==> src/rtl/iic_slave.sv <==
// I2C target with an 8-bit register file, auto-incrementing pointer and write strobe.
module iic_slave #(
  parameter logic [6:0]  SLV_ADDR = 7'h4B,
  parameter int unsigned REG_AW   = 6
) (
  input  logic              clk_i,
  input  logic              rst_i,
  input  logic              scl_i,
  input  logic              sda_i,
  output logic              sda_oe_o,
  output logic              wr_en_o,
  output logic [REG_AW-1:0] wr_addr_o,
  output logic [7:0]        wr_data_o,
  output logic              busy_o
);

  localparam int unsigned DEPTH = 2 ** REG_AW;

  typedef enum logic [3:0] {
    IDLE, ADDR, ADDR_ACK, REG, REG_ACK, WDATA, WDATA_ACK, RDATA, RDATA_ACK
  } state_t;

  state_t            state, state_d;
  logic              scl_m, scl_s, scl_h;
  logic              sda_m, sda_s, sda_h;
  logic [3:0]        cnt;
  logic [7:0]        shift;
  logic [REG_AW-1:0] ptr;
  logic              rw;
  logic              ack_bit;
  logic [7:0]        regs [DEPTH];

  logic              oe_d, busy_d;
  logic              cnt_clr, wr_fire, rd_load, tx_shift, ptr_set, addr_done;

  // Bus conditions from the last two synchronized samples
  logic scl_rise, scl_fall, start_c, stop_c, collecting;
  assign scl_rise   = scl_s & ~scl_h;
  assign scl_fall   = ~scl_s & scl_h;
  assign start_c    = scl_s & scl_h & sda_h & ~sda_s;
  assign stop_c     = scl_s & scl_h & ~sda_h & sda_s;
  assign collecting = (state == ADDR) || (state == REG) || (state == WDATA);

  // Two-FF synchronizers plus one history stage; reset to the idle-bus level
  always_ff @(posedge clk_i) begin
    if (rst_i) begin
      {scl_m, scl_s, scl_h} <= 3'b111;
      {sda_m, sda_s, sda_h} <= 3'b111;
    end else begin
      {scl_m, scl_s, scl_h} <= {scl_i, scl_m, scl_s};
      {sda_m, sda_s, sda_h} <= {sda_i, sda_m, sda_s};
    end
  end

  // Next-state and SDA/busy decisions; START/STOP override edge handling
  always_comb begin
    state_d   = state;
    oe_d      = sda_oe_o;
    busy_d    = busy_o;
    cnt_clr   = 1'b0;
    wr_fire   = 1'b0;
    rd_load   = 1'b0;
    tx_shift  = 1'b0;
    ptr_set   = 1'b0;
    addr_done = 1'b0;
    if (start_c) begin
      state_d = ADDR;
      oe_d    = 1'b0;
      cnt_clr = 1'b1;
    end else if (stop_c) begin
      state_d = IDLE;
      oe_d    = 1'b0;
      busy_d  = 1'b0;
      cnt_clr = 1'b1;
    end else if (scl_fall) begin
      unique case (state)
        ADDR: if (cnt == 4'd8) begin
          cnt_clr   = 1'b1;
          addr_done = 1'b1;
          if (shift[7:1] == SLV_ADDR) begin
            state_d = ADDR_ACK;
            oe_d    = 1'b1;
            busy_d  = 1'b1;
          end else begin
            state_d = IDLE;
            oe_d    = 1'b0;
            busy_d  = 1'b0;
          end
        end
        ADDR_ACK: begin
          cnt_clr = 1'b1;
          if (rw) begin
            state_d = RDATA;
            rd_load = 1'b1;
            oe_d    = ~regs[ptr][7];
          end else begin
            state_d = REG;
            oe_d    = 1'b0;
          end
        end
        REG: if (cnt == 4'd8) begin
          state_d = REG_ACK;
          oe_d    = 1'b1;
          cnt_clr = 1'b1;
          ptr_set = 1'b1;
        end
        REG_ACK, WDATA_ACK: begin
          state_d = WDATA;
          oe_d    = 1'b0;
          cnt_clr = 1'b1;
        end
        WDATA: if (cnt == 4'd8) begin
          state_d = WDATA_ACK;
          oe_d    = 1'b1;
          cnt_clr = 1'b1;
          wr_fire = 1'b1;
        end
        RDATA: begin
          if (cnt == 4'd8) begin
            state_d = RDATA_ACK;
            oe_d    = 1'b0;
            cnt_clr = 1'b1;
          end else begin
            tx_shift = 1'b1;
            oe_d     = ~shift[6];
          end
        end
        RDATA_ACK: begin
          cnt_clr = 1'b1;
          if (!ack_bit) begin
            state_d = RDATA;
            rd_load = 1'b1;
            oe_d    = ~regs[ptr][7];
          end else begin
            state_d = IDLE;
            oe_d    = 1'b0;
            busy_d  = 1'b0;
          end
        end
        default: ;
      endcase
    end
  end

  // State register and datapath
  always_ff @(posedge clk_i) begin
    if (rst_i) begin
      state     <= IDLE;
      sda_oe_o  <= 1'b0;
      busy_o    <= 1'b0;
      wr_en_o   <= 1'b0;
      wr_addr_o <= '0;
      wr_data_o <= '0;
      cnt       <= '0;
      shift     <= '0;
      ptr       <= '0;
      rw        <= 1'b0;
      ack_bit   <= 1'b1;
      for (int unsigned i = 0; i < DEPTH; i++) regs[i] <= '0;
    end else begin
      state    <= state_d;
      sda_oe_o <= oe_d;
      busy_o   <= busy_d;
      wr_en_o  <= wr_fire;

      if (cnt_clr)
        cnt <= '0;
      else if (scl_rise && (collecting || state == RDATA) && cnt < 4'd8)
        cnt <= cnt + 4'd1;

      if (rd_load)
        shift <= regs[ptr];
      else if (tx_shift)
        shift <= {shift[6:0], 1'b0};
      else if (scl_rise && collecting)
        shift <= {shift[6:0], sda_s};

      if (addr_done) rw <= shift[0];
      if (scl_rise && state == RDATA_ACK) ack_bit <= sda_s;

      if (ptr_set)
        ptr <= shift[REG_AW-1:0];
      else if (rd_load || wr_fire)
        ptr <= ptr + REG_AW'(1);

      if (wr_fire) begin
        regs[ptr] <= shift;
        wr_addr_o <= ptr;
        wr_data_o <= shift;
      end
    end
  end

endmodule
==> config.mk <==
export PLATFORM = sky130hd
export DESIGN_NAME = iic_slave
export DESIGN_NICKNAME = d
export VERILOG_FILES = /design/src/rtl/iic_slave.sv
export SDC_FILE = /design/constraint.sdc
export NUM_CORES = 1
export LEC_CHECK = 0
export ABC_CLOCK_PERIOD_IN_PS = 3300
export CELL_PAD_IN_SITES_DETAIL_PLACEMENT = 1
export CELL_PAD_IN_SITES_GLOBAL_PLACEMENT = 1
export CORE_AREA = 3 3 367 188
export CTS_CLUSTER_DIAMETER = 120
export DETAILED_ROUTE_END_ITERATION = 10
export DIE_AREA = 0 0 370 191
export PLACE_DENSITY_LB_ADDON = 0.12
export REMOVE_ABC_BUFFERS = 1
export SKIP_CTS_REPAIR_TIMING = 1
export SYNTH_ARGS = -nofsm -noshare
export SYNTH_HDL_FRONTEND = slang
export SYNTH_SLANG_ARGS = --single-unit
==> constraint.sdc <==
create_clock -name clk_i -period 3.3 [get_ports clk_i]
set_input_delay 0.66 -clock clk_i [delete_from_list [all_inputs] [get_ports clk_i]]
set_output_delay 0.66 -clock clk_i [all_outputs]
set_load 0.05 [all_outputs]
# Yosys cells after proc, flatten, opt, wreduce, memory -nomap -nowiden
# Memory sizes are Yosys's and may differ from the RTL's. A register that Yosys moved wholly into a read port is not among the register bits.
# Cells that the tools add are included.
totals:
  word_cells: 149
  latchBits: 0
  reg_bits: 47
  mem_bits_ro: 0
  mem_count: 1
  ram_bits: 512
op_classes:
  n_mul: 0
  eq_ne: 21
  add_sub_neg: 2
  n_lt_le_gt_ge: 1
  div_mod_pow: 0
  n_bitwise: 14
  shift: 0
  mux: 65
  n_reduce_logical: 27
memory_table:
  columns: ["name", "depth", "width", "read_ports", "rd_clocked_by_memory_dff", "write_ports", "line", "text"]
  rows:
  - ["regs", 64, 8, 1, 1, 64, "31", "logic [7:0] regs [DEPTH];"]
op_table:
  columns: ["cell", "n"]
  rows:
  - ["two-way mux 1 bit", 44]
  - ["two-way mux 8 bit", 4]
  - ["two-way mux 6 bit", 5]
  - ["case mux 4 bit (7 select lines)", 1]
  - ["== test 4 x 3 -> 1 bit, second input constant", 4]
  - ["two-way mux 4 bit", 4]
  - ["inequality test 4 x 3 -> 1 bit, second input constant", 3]
  - ["AND reduction 6 bit", 2]
  - ["nonzero test 3 bit", 3]
  - ["nonzero test 9 bit", 1]
  - ["== test 4 x 2 -> 1 bit, second input constant", 2]
  - ["== test 4 bit, second input constant", 2]
  - ["inequality test 2 x 1 -> 1 bit, second input constant", 4]
  - ["OR reduction 4 bit", 2]
  - ["OR reduction 8 bit", 1]
  - ["AND 1 bit", 7]
  - ["== test 7 bit, second input constant", 1]
  - ["inverter 1 bit", 7]
  - ["nonzero test 7 bit", 1]
  - ["adder 6 x 1 -> 6 bit, second input constant", 1]
  - ["two-way mux 3 bit", 2]
  - ["case mux 1 bit (2 select lines)", 3]
  - ["case mux 1 bit (6 select lines)", 1]
  - ["nonzero test 6 bit", 1]
  - ["15 further kinds", 24]

# Logic depth before layout (Yosys ltp)
# Gate-level depths: netlist of the first run.
logic_depth:
  ltp_word: 11
  depth_mapped: 10
  mapped_depth_nobuf: 8

# Least setup slack after synthesis of the first run
# Ideal clock, no wire load.
synth_timing:
  path_kind: "register to register"
  startpoint: "register cnt[0]"
  endpoint: "memory regs[59][0] (enable)"
  n_path_buf: 1
  arrival_ns: 2.067
  slack_ns: 0.923
  path_stages_with_launch: 10
  path_cell_list: "dfxtp_1 inv_1 ha_1 and3b_1 buf_2 nand2_2 nor4b_4 nand2_4 nor2_2 or2_2"
synth_lines:
  columns: ["item", "line", "text"]
  rows:
  - ["from (decl)", "26", "logic [3:0] cnt;"]
  - ["from (signal assigned)", "169", "cnt <= cnt + 4'd1;"]
  - ["to (decl)", "31", null]

==> results of run 1 <==
-- synth_stat cells, types with 28 or more instances --
| cell type | n | area (sq um) |
|---|---|---|
| or2_2 | 72 | 450 |
| nand3_1 | 28 | 140 |
| dfxtp_1 | 53 | 1060 |
| edfxtp_1 | 512 | 15400 |
| nor2_2 | 30 | 188 |
| and2_1 | 517 | 3230 |
| a21oi_1 | 39 | 195 |
| mux2i_1 | 60 | 601 |
| a22oi_1 | 34 | 255 |
| nor2_1 | 56 | 210 |
| mux4_2 | 111 | 2500 |
| nand2_1 | 64 | 240 |
| clkbuf_1 | 90 | 338 |
-- state kept, by name, summed over array words and instances, names as in the netlist, 4 cells and up, named ones only --
signal / count
shift: 8
wr_addr_o: 6
cnt: 4
state: 4
regs: 512
wr_data_o: 8
ptr: 6
-- cell type report --
cell class	count	area [sq um]	share of cell area (%)
well taps	897	1120	3.80
flip-flops and latches	565	16500	55.7
clock buffers	64	1390	4.70
repair buffers	130	1110	3.76
inverters	10	37.5	0.127
multi-input cells	1166	9180	31.1
clock inverters	29	256	0.868
-- power by group through the flow --
stage	registers, mW	clock network [mW]	logic [mW]
after floorplan	8.17	0	0.223
after global routing	8.09	6.54	0.400
after CTS	8.08	6.26	0.374
after global placement	8.23	0	0.362
after detailed placement	8.23	0	0.372
final	8.08	6.16	0.374
-- kinds of logic (layout without fill, tap and decap cells) --
group / after synthesis / in the layout / share of synthesized area (%)
AND/OR/NAND/NOR: 830 / 830 / 18.8
XOR/XNOR: 5 / 5 / 0.167
multiplexers: 171 / 171 / 11.8
adder cells (fa/ha/maj): 3 / 3 / 0.143
buffers and inverters: 137 / 233 / 2.32
AO/OA/AOI/OAI: 157 / 157 / 4.03
flip-flops: 565 / 565 / 62.7
-- worst paths after layout --
kind / from / to / cells after the start / slack (ns)
max: state[1] / regs[15][6] / 6 / 0.50
min: scl_m / scl_s / 1 / 0.41
max reg2reg: state[1] / regs[15][6] / 6 / 0.50
min reg2reg: scl_m / scl_s / 1 / 0.41
-- metal layers --
layer / track usage (%) / vias to the layer above / wire length, um
li1: - / 6936 / -
met2: 30.7 / 496 / 32200
met4: 3.10 / 0 / 939
met1: 38.2 / 8430 / 42400
met5: 0 / - / 0
met3: 5.67 / 73 / 6200
-- stage by stage --
| step | worst slack (ns) | instance area, sq um | std cells |
|---|---|---|---|
| 2_1_floorplan | -2.63 | 25600 | 1741 |
| 6_report | 0.502 | 29500 | 2861 |
| 5_1_grt | 0.367 | 29500 | 2861 |
| 4_1_cts | 0.453 | 29500 | 2861 |
| 3_5_place_dp | 0.490 | 27900 | 2768 |
| 3_3_place_gp | 0.499 | 27900 | 2768 |
-- critical path: stages (launching register included) --
cell	delay [ns]
dfxtp_1	0.46
nand2b_1	0.31
nor3b_1	0.65
nand2_1	0.42
nor2_1	0.24
buf_4	0.17
or2_2	0.23
==> results.md, run 1 <==
- Status: completed
- Pwr/cell area: 495 nW/um^2
- Die ar.: 70,700 sq um
- Layout cells sized above 1: 21.4%
- Fill cells: 6,667
- Clk_lat worst skew: 0.60 ns
- Post-route ant nets: 0
- Post-Synthesis Cells: 1,868
- I/O Buffers: 20
- Crit. End Element: flop
- Via/cell ratio: 5.57
- Final Hold Viols: 0
- Worst EP required: 3.58 ns
- Setup Skew: 0.0175 ns
- Final Max Slew Viols: 0
- Initial antenna violation count: 3
- Total wire length: 81,800 um
- Seq pwr share: 55.3%
- Largest net degree at the start of global routing: 69
- Hold WS: 0.410 ns
- Die Width: 370 um
- Grt total ovfl: 0
- Synth cell types: 66
- HPWL after detailed placement: 54,300 um
- Via count of the first global-routing pass: 15,900
- Row Count: 67
- ANT cells: 0
- CTS sink cnt: 565
- Total power: 14.6 mW
- Syn avg cell area: 14.0 sq um
- Residual DRC: 0
- CP max FO: 15
- CTS tree: yes
- H-tree depth: 2
- Switching share of power: 21.5%
- DR pass1 iterations: 5
- CTS buffer count: 52
- CTS Buffer Depth: 3
- Comb pwr share: 2.6%
- YS warnings: 0
- Clock-pin slew on the worst setup and hold paths: 0.07 ns
- Hold WC Path Type: reg -> reg
- RSZ-0062 raised after global routing: no
- Maximum VDD drop: 0.334 mV
- Share of the yosys chip area belonging to registers: 62.7%
- Final setup violation count: 0
- Fmax: 357 MHz
- Root Driver: clkbuf_16
- Final net count: 1,932
- Syn-to-layout area delta: 12.7%
- Routed len/inst: 28.6 um
- Ys async rst share: 0%
- Synthesized flop and latch total: 565
- Final period util: 84.8%
- First-pass GRT wire length: 117,000 um
- Gr usage total: 23.1%
- GPL Wtd Cong: 0.831
- Clock power share: 42.1%
- Most common cell after layout, fill and taps aside: and2_1
- Internal: 11.5 mW
- Utilization after layout: 44.6%
- Vias: 15,900
- IO Count: 21
- Initial Utilization: 39.6%
- Die Ht: 191 um
- Top FF cell, synth: edfxtp_1
- Tmin final: 2.80 ns
- Most frequent cells in the layout: and2_1 (517), edfxtp_1 (512), mux4_2 (111)
- Initial drt markers: 1,890
- Leakage: 10.3 nW
- Post-Syn Area: 26,200 sq um
- Slew at the pin closest to its max-slew limit: 1.03 ns
- WP data arrival: 3.08 ns
- Slew HR: 31.0%
- Crit path launch type: flop
- Core area: 66,200 sq um
- Net switching power: 3.14 mW
- Final TNS setup: 0 ns
- Crit Path Class: reg -> reg
- Max cap viols: 0
- EDFF count, synth: 512
(Power assumes the default switching activity.)
==> run 2: changes to the inputs <==
Settings changed: ABC_CLOCK_PERIOD_IN_PS 3300 to 2700.
Clock period 3.3 ns to 2.7 ns, I/O delays scaled along.
==> results.md, run 2 (synthesized netlist as in run 1, its figures left out) <==
- Fmax: 387 MHz
- Most frequent cells in the layout: and2_1 (517), edfxtp_1 (512), buf_4 (131)
- Met1 GRT Util: 39.9%
- Final TNS setup: 0 ns
- Final period util: 95.7%
- Most common cell after layout, fill and taps aside: and2_1
- Via count of the first global-routing pass: 16,100
- Setup Skew: 0.0273 ns
- Die ar.: 70,700 sq um
- Post-route ant nets: 0
- DR pass1 iterations: 7
- Max incr delay on CP: 0.56 ns
- Tmin final: 2.58 ns
- Final net count: 1,960
- Initial Utilization: 39.6%
- I/O Buffers: 20
- Hold WC Path Type: reg -> reg
- Internal: 14.0 mW
- Clock power share: 42.1%
- Switching share of power: 21.8%
- Slew at the pin closest to its max-slew limit: 1.06 ns
- Worst slack, placed: -0.163 ns
- Worst path most repeated cell: mux4_2
- Routed len/inst: 29.0 um
- CTS sink cnt: 565
- Gr usage total: 23.9%
- CP max FO: 34
- Fill cells: 6,662
- Biggest regs: regs: 512 flops, shift: 8 flops, wr_data_o: 8 flops
- Slew HR: 29.1%
- GR Layer Usage met3: 5.82%
- Maximum VDD drop: 0.448 mV
- Residual DRC: 0
- Final Max Slew Viols: 0
- Pwr/cell area: 600 nW/um^2
- Crit path launch type: flop
- Crit. End Element: flop
- CTS buffer count: 53
- Row Count: 67
- HPWL after detailed placement: 57,000 um
- CTS Buffer Depth: 3
- Via/cell ratio: 5.66
- Comb pwr share: 2.6%
- Net switching power: 3.89 mW
- RSZ-0062 raised after global routing: yes
- Vias: 16,400
- Root Driver: clkbuf_16
- Final worst slack: 0.116 ns
- Grt total ovfl: 0
- CTS tree: yes
- Die Ht: 191 um
- IO Count: 21
- Worst EP required: 3.14 ns
- Seq pwr share: 55.3%
- Largest net degree at the start of global routing: 69
- Syn-to-layout area delta: 13.8%
- Final setup violation count: 0
- Initial drt markers: 2,129
- Hold Startpoint: sda_m
- Worst path slowest cell: mux4_2
- Max reg flops: 512
- Final Hold Viols: 0
- Critical path, cell by cell: buf_16, mux4_2, mux4_2, a211oi_1, o22ai_1
- H-tree depth: 2
- Most flops, register: regs
- Leakage: 10.5 nW
- Crit Path Class: reg -> reg
- Clock-pin slew on the worst setup and hold paths: 0.07 ns
- Clk_lat worst skew: 0.61 ns
- Core area: 66,200 sq um
- Layout cells sized above 1: 22.7%
- Total wire length: 84,100 um
- WP data arrival: 3.03 ns
- Initial antenna violation count: 4
- Die Width: 370 um
- GPL Wtd Cong: 0.847
- Max cap viols: 0
- Busiest grt layer: met1
- First-pass GRT wire length: 121,000 um
- Global routing usage on met2: 31.0%
- Status: completed
run 2: cell count changes in the layout (fill, tap and decap cells not counted), sizes merged:
cell | previous run | this run
diode | 0 | 2
inv | 10 | 11
buf | 111 | 138
clkbuf | 64 | 68
clkinvlp | 0 | 1
clkinv | 24 | 26
bufinv | 5 | 3
run 2: metrics by stage:
stage / util, % / area [sq um] / hold slack [ns] / power (mW) / instances
global route: 45.0 / 29800 / 0.440 / 18.4 / 2894
global placement: 42.4 / 28100 / 0.394 / 10.5 / 2795
CTS: 45.0 / 29800 / 0.413 / 18.0 / 2894
detailed placement: 42.4 / 28100 / 0.397 / 10.5 / 2795
finish: 45.0 / 29800 / 0.411 / 17.9 / 2896
floorplan: - / 25600 / 0.389 / 10.3 / 1741
run 2: layout make-up:
class | instances | area (sq um) | area share [%]
flip-flops and latches | 565 | 16500 | 55.2
multi-input cells | 1166 | 9220 | 30.9
clock buffers | 68 | 1460 | 4.88
repair buffers | 157 | 1320 | 4.43
well taps | 897 | 1120 | 3.76
clock inverters | 31 | 216 | 0.726
inverters | 10 | 37.5 | 0.126
diodes | 2 | 5.00 | 0.0168
run 2: power groups by stage:
stage	clock network, mW	logic (mW)	registers [mW]
global placement	0	0.445	10.1
finish	7.53	0.459	9.89
CTS	7.64	0.459	9.89
detailed placement	0	0.457	10.1
floorplan	0	0.272	9.99
global route	8.01	0.490	9.91
run 2: critical path, delay by kind of cell (launching register included):
family,cells,cell delay (ns)
mux,2,1.10
compound gates,2,0.46
buf+inv,1,0.29
flops,1,0.53
run 2: worst paths after layout:
| check | to | cells past startpoint | slack (ns) |
|---|---|---|---|
| worst min-delay path | sda_s | 1 | 0.41 |
| worst max-delay path | shift[4] | 5 | 0.12 |
| worst min register to register | sda_s | 1 | 0.41 |
| worst max register to register | shift[4] | 5 | 0.12 |
run 2: routing by layer:
| metal | vias to the layer above | share of wire [%] |
|---|---|---|
| met5 | - | 0.020 |
| li1 | 7008 | - |
| met4 | 2 | 1.1 |
| met2 | 619 | 39 |
| met3 | 82 | 9.3 |
| met1 | 8667 | 51 |
